### src/rtl/keypad_scanner_if.sv
// Keypad scanner signal bundle: raw row lines in, column drive and accepted-key
// code out. The master side is the scanner; the slave side is keypad plus decoder.
interface keypad_scanner_if;
  logic [3:0] row;
  logic [3:0] col;
  logic [3:0] key_row;
  logic [3:0] key_col;
  logic       en;

  modport master (
    input  row,
    output col,
    output key_row,
    output key_col,
    output en
  );

  modport slave (
    output row,
    input  col,
    input  key_row,
    input  key_col,
    input  en
  );
endinterface

### src/rtl/keypad_scanner.sv
// 4x4 matrix keypad scanner: rotates a one-hot column drive, synchronizes and
// debounces the rows, and emits one en strobe per accepted single-key press.
module keypad_scanner #(
  parameter int SCAN_DIV        = 4,
  parameter int DEBOUNCE_CYCLES = 8
) (
  input  logic             clk,
  input  logic             reset,
  keypad_scanner_if.master bus
);

  localparam int DW = $clog2(SCAN_DIV);
  localparam int BW = $clog2(DEBOUNCE_CYCLES + 1);
  localparam logic [DW-1:0] DWELL_LAST = DW'(SCAN_DIV - 1);
  localparam logic [DW-1:0] DWELL_ONE  = DW'(1);
  localparam logic [BW-1:0] DEB_DONE   = BW'(DEBOUNCE_CYCLES);
  localparam logic [BW-1:0] REL_LAST   = BW'(DEBOUNCE_CYCLES - 1);
  localparam logic [BW-1:0] DEB_ONE    = BW'(1);

  typedef enum logic [1:0] {
    ST_SCAN,
    ST_DEBOUNCE,
    ST_HELD,
    ST_RELEASE
  } state_t;

  state_t          r_state;
  state_t          w_state_next;
  logic [3:0]      r_row_meta;
  logic [3:0]      r_row_s;
  logic [DW-1:0]   r_dwell;
  logic [DW-1:0]   w_dwell_next;
  logic [BW-1:0]   r_deb;
  logic [BW-1:0]   w_deb_next;
  logic [3:0]      r_cand_row;
  logic [3:0]      w_cand_row_next;
  logic [3:0]      r_col;
  logic [3:0]      w_col_next;
  logic [3:0]      r_key_row;
  logic [3:0]      w_key_row_next;
  logic [3:0]      r_key_col;
  logic [3:0]      w_key_col_next;
  logic            r_en;
  logic            w_en_next;

  logic            w_onehot;
  logic            w_held_bit;
  logic [3:0]      w_col_rot;

  assign w_onehot   = (r_row_s != 4'b0000) && ((r_row_s & (r_row_s - 4'b0001)) == 4'b0000);
  assign w_held_bit = |(r_row_s & r_cand_row);
  assign w_col_rot  = {r_col[2:0], r_col[3]};

  always_ff @(posedge clk or posedge reset) begin
    if (reset) begin
      r_row_meta <= 4'b0000;
      r_row_s    <= 4'b0000;
      r_state    <= ST_SCAN;
      r_dwell    <= '0;
      r_deb      <= '0;
      r_cand_row <= 4'b0000;
      r_col      <= 4'b0001;
      r_key_row  <= 4'b0000;
      r_key_col  <= 4'b0000;
      r_en       <= 1'b0;
    end else begin
      r_row_meta <= bus.row;
      r_row_s    <= r_row_meta;
      r_state    <= w_state_next;
      r_dwell    <= w_dwell_next;
      r_deb      <= w_deb_next;
      r_cand_row <= w_cand_row_next;
      r_col      <= w_col_next;
      r_key_row  <= w_key_row_next;
      r_key_col  <= w_key_col_next;
      r_en       <= w_en_next;
    end
  end

  always_comb begin
    w_state_next    = r_state;
    w_dwell_next    = r_dwell;
    w_deb_next      = r_deb;
    w_cand_row_next = r_cand_row;
    w_col_next      = r_col;
    w_key_row_next  = r_key_row;
    w_key_col_next  = r_key_col;
    w_en_next       = 1'b0;

    case (r_state)
      ST_SCAN: begin
        if (r_dwell == DWELL_LAST) begin
          w_dwell_next = '0;
          if (w_onehot) begin
            w_cand_row_next = r_row_s;
            w_deb_next      = '0;
            w_state_next    = ST_DEBOUNCE;
          end else begin
            w_col_next = w_col_rot;
          end
        end else begin
          w_dwell_next = r_dwell + DWELL_ONE;
        end
      end

      // The sample edge already matched once; DEBOUNCE_CYCLES further matches accept.
      ST_DEBOUNCE: begin
        if (r_deb == DEB_DONE) begin
          w_key_row_next = r_cand_row;
          w_key_col_next = r_col;
          w_en_next      = 1'b1;
          w_state_next   = ST_HELD;
        end else if (r_row_s != r_cand_row) begin
          w_col_next   = w_col_rot;
          w_dwell_next = '0;
          w_state_next = ST_SCAN;
        end else begin
          w_deb_next = r_deb + DEB_ONE;
        end
      end

      ST_HELD: begin
        if (!w_held_bit) begin
          w_deb_next   = '0;
          w_state_next = ST_RELEASE;
        end
      end

      ST_RELEASE: begin
        if (w_held_bit) begin
          w_state_next = ST_HELD;
        end else if (r_deb == REL_LAST) begin
          w_col_next   = w_col_rot;
          w_dwell_next = '0;
          w_state_next = ST_SCAN;
        end else begin
          w_deb_next = r_deb + DEB_ONE;
        end
      end

      default: begin
        w_state_next = ST_SCAN;
      end
    endcase
  end

  assign bus.col     = r_col;
  assign bus.key_row = r_key_row;
  assign bus.key_col = r_key_col;
  assign bus.en      = r_en;

endmodule

### src/flat_wrapper.sv
// flat-port wrapper written by rule: the top's interface ports become plain ports
module keypad_scanner_flat 
#(
  parameter int SCAN_DIV        = 4,
  parameter int DEBOUNCE_CYCLES = 8
)
  (clk, reset, bus_row, bus_col, bus_key_row, bus_key_col, bus_en);
  keypad_scanner_if bus_i ();
  input  logic clk;
  input  logic reset;
  input wire logic [$bits(bus_i.row)-1:0] bus_row;
  output wire logic [$bits(bus_i.col)-1:0] bus_col;
  output wire logic [$bits(bus_i.key_row)-1:0] bus_key_row;
  output wire logic [$bits(bus_i.key_col)-1:0] bus_key_col;
  output wire logic [$bits(bus_i.en)-1:0] bus_en;
  assign bus_i.row = bus_row;
  assign bus_col = bus_i.col;
  assign bus_key_row = bus_i.key_row;
  assign bus_key_col = bus_i.key_col;
  assign bus_en = bus_i.en;
  keypad_scanner #(.SCAN_DIV(SCAN_DIV), .DEBOUNCE_CYCLES(DEBOUNCE_CYCLES)) u_core (.clk(clk), .reset(reset), .bus(bus_i));
endmodule
### config.mk
export PLATFORM = sky130hd
export DESIGN_NAME = keypad_scanner_flat
export DESIGN_NICKNAME = d
export VERILOG_FILES = /design/src/rtl/keypad_scanner_if.sv /design/src/rtl/keypad_scanner.sv /design/src/flat_wrapper.sv
export SDC_FILE = /design/constraint.sdc
export NUM_CORES = 1
export LEC_CHECK = 0
export CORE_MARGIN = 1
export CORE_UTILIZATION = 48
export CTS_CLUSTER_DIAMETER = 200
export CTS_CLUSTER_SIZE = 20
export DETAILED_ROUTE_END_ITERATION = 6
export PLACE_DENSITY_LB_ADDON = 0.05
export SLEW_MARGIN = 0
export SYNTH_ARGS = -nofsm -noshare
export SYNTH_HDL_FRONTEND = slang
export SYNTH_SLANG_ARGS = --single-unit
export TNS_END_PERCENT = 30
### constraint.sdc
create_clock -name clk -period 2 [get_ports clk]
set_clock_uncertainty 0.15 [all_clocks]
set_input_delay 0.2 -clock clk [delete_from_list [all_inputs] [get_ports clk]]
set_output_delay 0.2 -clock clk [all_outputs]
set_load 0.01 [all_outputs]
=== After elaboration in Yosys (flattened, before gate mapping) ===
Index checks and enable logic that the tools add are counted.

* Register bits: 33
* Input port bits: 6
* Word-level logic and storage cells: 75

* Add/sub/neg operators: 3
* Equality and inequality tests: 19
* Muxes and demuxes: 29
* Bitwise logic cells: 2
* Reductions and logical operators: 12

{| class="wikitable"
|+ Operators with widths
! operator !! number
|-
| $mux W4 || 13
|-
| $mux W2 || 10
|-
| $pmux W4 S4 || 1
|-
| $reduce_and A7 Y1 || 2
|-
| $ne A2 B2 Y1 const B || 6
|-
| $pmux W4 S3 || 1
|-
| $reduce_and A5 Y1 || 2
|-
| $and A4 B4 Y4 || 2
|-
| $ne A2 B1 Y1 const B || 4
|-
| $pmux W2 S4 || 1
|-
| $eq A2 B2 Y1 const B || 3
|-
| $ne A3 B1 Y1 const B || 2
|-
| $pmux W2 S3 || 1
|-
| $add A4 B1 Y4 const B || 1
|-
| $eq A4 B3 Y1 const B || 1
|-
| $eq A4 B4 Y1 const B || 1
|-
| $logic_not A4 Y1 || 1
|-
| $ne A4 B4 Y1 || 1
|-
| $reduce_bool A4 Y1 || 1
|-
| $reduce_or A4 Y1 || 1
|-
| $sub A4 B1 Y4 const B || 1
|-
| $reduce_and A3 Y1 || 1
|-
| $reduce_bool A3 Y1 || 1
|-
| $add A2 B1 Y2 const B || 1
|-
| other kinds (5) || 6
|}

=== Depth between registers and ports, before layout ===
* Depth after elaboration: 7
* Depth in mapped cells: 7
* Gate-level depth less buffers: 7

=== Least setup slack after synthesis ===
Ideal clock, no wire load.

* Path type: reg2reg
* Start point: reg u_core.r_row_s[1]
* End point: reg u_core.r_col[1] (netlist: u_core.bus.col[1])
* Setup time: 128 ps
* Data arrival time: 1908 ps
* Setup slack: -186 ps
* Stages on the path, launching flop included: 7
* Path buffers: 0
* Period minus slack after synthesis: 2186 ps
* Cells stage by stage: dfrtp_1 > ha_1 > or4_4 > o21ai_4 > nand3_4 > a21oi_4 > mux2_1

* Cells in the longest elaborated chain, start to end: 6
* Elaborated cells on any way between the ends: 12
* Those cells by class: 1 x add/sub; 4 x eq/ne; 2 x bitwise; 5 x reduce/logical

{| class="wikitable"
|+ RTL lines
! item !! line !! source
|-
| start, declared || keypad_scanner.sv:30 || <nowiki>logic [3:0] r_row_s;</nowiki>
|-
| start signal, assigned || keypad_scanner.sv:68 || <nowiki>r_row_s <= r_row_meta;</nowiki>
|-
| $sub A4 B1 Y4 || keypad_scanner.sv:50 || <nowiki>assign w_onehot = (r_row_s != 4'b0000) && ((r_row_s & (r_row_s - 4'b0001)) == 4'b0000);</nowiki>
|-
| $and A4 B4 Y4 || keypad_scanner.sv:50 ||
|-
| $logic_not A4 Y1 || keypad_scanner.sv:50 ||
|-
| $logic_and A1 B1 Y1 || keypad_scanner.sv:50 ||
|-
| $ne A2 B2 Y1 (no source line) || -- ||
|-
| $reduce_and A7 Y1 (no source line) (*) || -- ||
|-
| end signal, assigned || keypad_scanner.sv:73 || <nowiki>r_col <= w_col_next;</nowiki>
|-
| end, declared || keypad_scanner.sv:37 || <nowiki>logic [3:0] r_col;</nowiki>
|}

Every way passes the cells marked *; elsewhere a longest branch is shown, timed or not.
A chain may end at the register's enable or synchronous reset.

=== Worst setup path in the final report ===
* Start point: reg u_core.r_row_s[0]
* End point: reg u_core.r_col[1] (netlist: u_core.bus.col[1])

Same word-level chain as after synthesis.

==> flow_metrics.env <==
export IMPL_drt_iter0_drc=12
export IMPL_core_area_sq_um=2780
export IMPL_cts_reportedPaths_clkPinSlew_ns=0.10
export IMPL_synth_xor_area_share_pct=0.615
export IMPL_rsz0062_at_grt="true"
export IMPL_tightest_slew_ns=0.408
export IMPL_syn_area_per_cell_sq_um=13.4
export IMPL_fin_area_sq_um=1920
export IMPL_maxCapViolations=0
export IMPL_min_path_type="in -> async"
export IMPL_route_detailed_drc=0
export IMPL_yosys_warnings=0
export IMPL_grt_usage_pct=17.7
export IMPL_synth_fa_ha_area_share_pct=6.15
export IMPL_finalSetupViolations=12
export IMPL_final_antenna_net_count=0
export IMPL_synthDistinctLibCells=32
export IMPL_synth_compound_area_share_pct=9.05
export IMPL_grt_pass1_vias=971
export IMPL_grt_max_degree=34
export IMPL_seq_area_frac_synth_pct=58.1
export IMPL_viasPerCell=5.39
export IMPL_grt_pass1_wl_mm=4.23
export IMPL_power_leakage_uw=0.000926
export IMPL_wire_per_inst_um=14.9
export IMPL_placed_area_sq_um=1750
export IMPL_violations="setup timing"
export IMPL_fill_cells=211
export IMPL_num_rows=19
export IMPL_clock_power_share_pct=19.7
export IMPL_synth_simple_area_share_pct=11.5
export IMPL_clk_path_buf_depth=2
export IMPL_seq_power_share_pct=42.6
export IMPL_layout_common_cells="32 x dfrtp_1, 18 x clkdlybuf4s50_1, 18 x buf_4"
export IMPL_critPathMaxFanout=4
export IMPL_status="complete, but fails checks"
export IMPL_numCtsBuffers=5
export IMPL_layout_setup_ws_ns=-0.233
export IMPL_hold_ws_ns=0.0924
export IMPL_synth_top_family_by_area="multiplexers"
export IMPL_power_density_nw_per_um2=1110
export IMPL_yosys_mux_area_fraction_pct=12.7
export IMPL_dp_hpwl_mm=1.85
export IMPL_hold_buffers=0
export IMPL_intPower_uw=1450
export IMPL_combPwrFrac_pct=37.7
export IMPL_io_buffers=18
export IMPL_die_w_um=56.5
export IMPL_cp_end_kind="register"
export IMPL_critPathArrivalTime_ns=2.30
export IMPL_final_common_cell="dfrtp_1"
export IMPL_gp_congestion=0.821
export IMPL_htreeDepth=2
export IMPL_report_final_slew_viol_count=0
export IMPL_post_route_min_period_ns=2.23
export IMPL_cts_tree="yes"
export IMPL_clockRootBuffer="clkbuf_4"
export IMPL_dieArea_sq_um=3190
export IMPL_grt_overflow=0
export IMPL_syn_to_final_growth_pct=35.1
export IMPL_insertedDiodeCount=0
export IMPL_power_uw=2140
export IMPL_num_vias=976
export IMPL_p_switching_uw=691
export IMPL_antenna_found_initial=0
export IMPL_timing_fmax_mhz=448
export IMPL_dr_pass1_iters=4
export IMPL_finalSetupTns_ns=-1.21
export IMPL_synth_seq_cells=33
export IMPL_start_util_pct=51.2
export IMPL_clkSinkCount=33
export IMPL_die_h_um=56.5
export IMPL_start_kind="register"
export IMPL_nNetsFinal=162
export IMPL_totalWireLength_mm=2.69
export IMPL_clkLatencyLatePin_ns=0.33
export IMPL_io_pins=19
export IMPL_netlist_area_sq_um=1420
export IMPL_fin_crit_sh_pct=112
export IMPL_required_ns=2.07
export IMPL_relSlewSlack_pct=72.8
export IMPL_drive_above_1_share_pct=36.0
export IMPL_worstSetupPathType="reg -> reg"
export IMPL_synthCells=106
export IMPL_syn_nets=119
export IMPL_peakVddDrop_uv=798
export IMPL_swShare_pct=32.2
export IMPL_finalHoldViolations=0
## worst paths after layout
kind | start | cells after the start | slack (ns) | endpoint
max in group asynchronous | reset | 3 | 1.29 | u_core.bus.col[0]
min in group clk | bus_row[1] | 1 | 0.16 | u_core.r_row_meta[1]
worst min register to register | u_core.r_row_meta[1] | 0 | 0.20 | u_core.r_row_s[1]
worst min-delay path | reset | 3 | 0.09 | u_core.r_state[1]
worst max-delay path | u_core.r_row_s[0] | 6 | -0.23 | u_core.bus.col[1]
worst max register to register | u_core.r_row_s[0] | 6 | -0.23 | u_core.bus.col[1]
## Yosys cell counts
library cell | count | area, sq um
buf_2 | 1 | 5.00
o2bb2ai_1 | 3 | 26.3
o21ai_1 | 4 | 20.0
dfstp_2 | 1 | 26.3
a21o_1 | 1 | 7.51
nand2_2 | 1 | 6.26
dfrtp_1 | 32 | 801
o21ai_4 | 1 | 16.3
nor2_1 | 2 | 7.51
a31oi_1 | 1 | 6.26
nor2b_1 | 3 | 18.8
nor4_1 | 2 | 12.5
ha_1 | 7 | 87.6
a211oi_1 | 1 | 7.51
nand4b_1 | 1 | 8.76
o41ai_1 | 1 | 8.76
nand2b_1 | 1 | 6.26
nor4b_1 | 2 | 17.5
mux2_2 | 6 | 67.6
nand3_1 | 2 | 10.0
inv_2 | 2 | 7.51
nand2_1 | 6 | 22.5
inv_1 | 4 | 15.0
and2_1 | 1 | 6.26
nor3_2 | 1 | 10.0
or4_4 | 1 | 11.3
a21oi_1 | 4 | 20.0
nand3_4 | 1 | 17.5
mux2_1 | 10 | 113
xor2_1 | 1 | 8.76
a21oi_4 | 1 | 16.3
and3b_1 | 1 | 8.76
## registers in the layout, indices dropped and copies added, names as in the netlist
name and cells:
u_core.bus.key_col 4, u_core.r_deb 4, u_core.r_state 2, u_core.bus.en 1
u_core.bus.col 4, u_core.r_row_s 4, u_core.r_cand_row 4, u_core.bus.key_row 4
u_core.r_dwell 2, u_core.r_row_meta 4
## cells by family (layout without fill, tap and decap cells)
group / Yosys count / count (layout)
DFF: 33 / 33
muxes: 16 / 16
AOI/OAI and AO/OA: 17 / 17
xor gates and xnor gates: 1 / 1
buffers and inverters: 7 / 51
adders and majority gates: 7 / 7
and+or+nand+nor: 25 / 25
## layer usage
metal  global-route usage [%]  part of all wire, %
met5                        0                    0
met4                     8.36                  1.3
met3                     7.14                  5.2
met2                     26.7                   46
met1                     22.1                   48
## final cells by class
type / count / area (sq um) / share of cell area, %
clock buffers: 7 / 65.1 / 3.38
clock inverters: 1 / 5.00 / 0.260
inverters: 6 / 22.5 / 1.17
repair buffers: 37 / 327 / 17.0
well taps: 31 / 38.8 / 2.02
flip-flops and latches: 33 / 827 / 43.0
multi-input cells: 66 / 639 / 33.2
## repair_timing
action	in CTS	in global routing
pin swaps	0	6
setup endpoints to repair	12	14
setup buffers	1	3
gates resized for setup	2	12
## power by group through the flow
stage | logic, uW | clock network, uW | registers [uW]
5_1_grt | 893 | 459 | 929
2_1_floorplan | 443 | 0 | 912
6_report | 808 | 423 | 914
3_5_place_dp | 709 | 0 | 921
4_1_cts | 727 | 441 | 908
3_3_place_gp | 682 | 0 | 915
## worst max-delay path, cell delays in order (launching register included)
cell and delay, ns:
dfrtp_1 0.41, ha_2 0.18, or4_4 0.54, o21ai_4 0.20, nand3_4 0.11, a21oi_4 0.21
mux2_4 0.32
## stage by stage
step	setup WS, ns	utilization, %	cells
finish	-0.233	69.2	181
CTS	-0.211	66.3	178
floorplan	-0.139	-	106
global route	-0.287	69.2	181
global placement	-0.147	63.0	169
detailed placement	-0.204	63.0	169
Note: power is estimated with default switching activity, not from simulation.
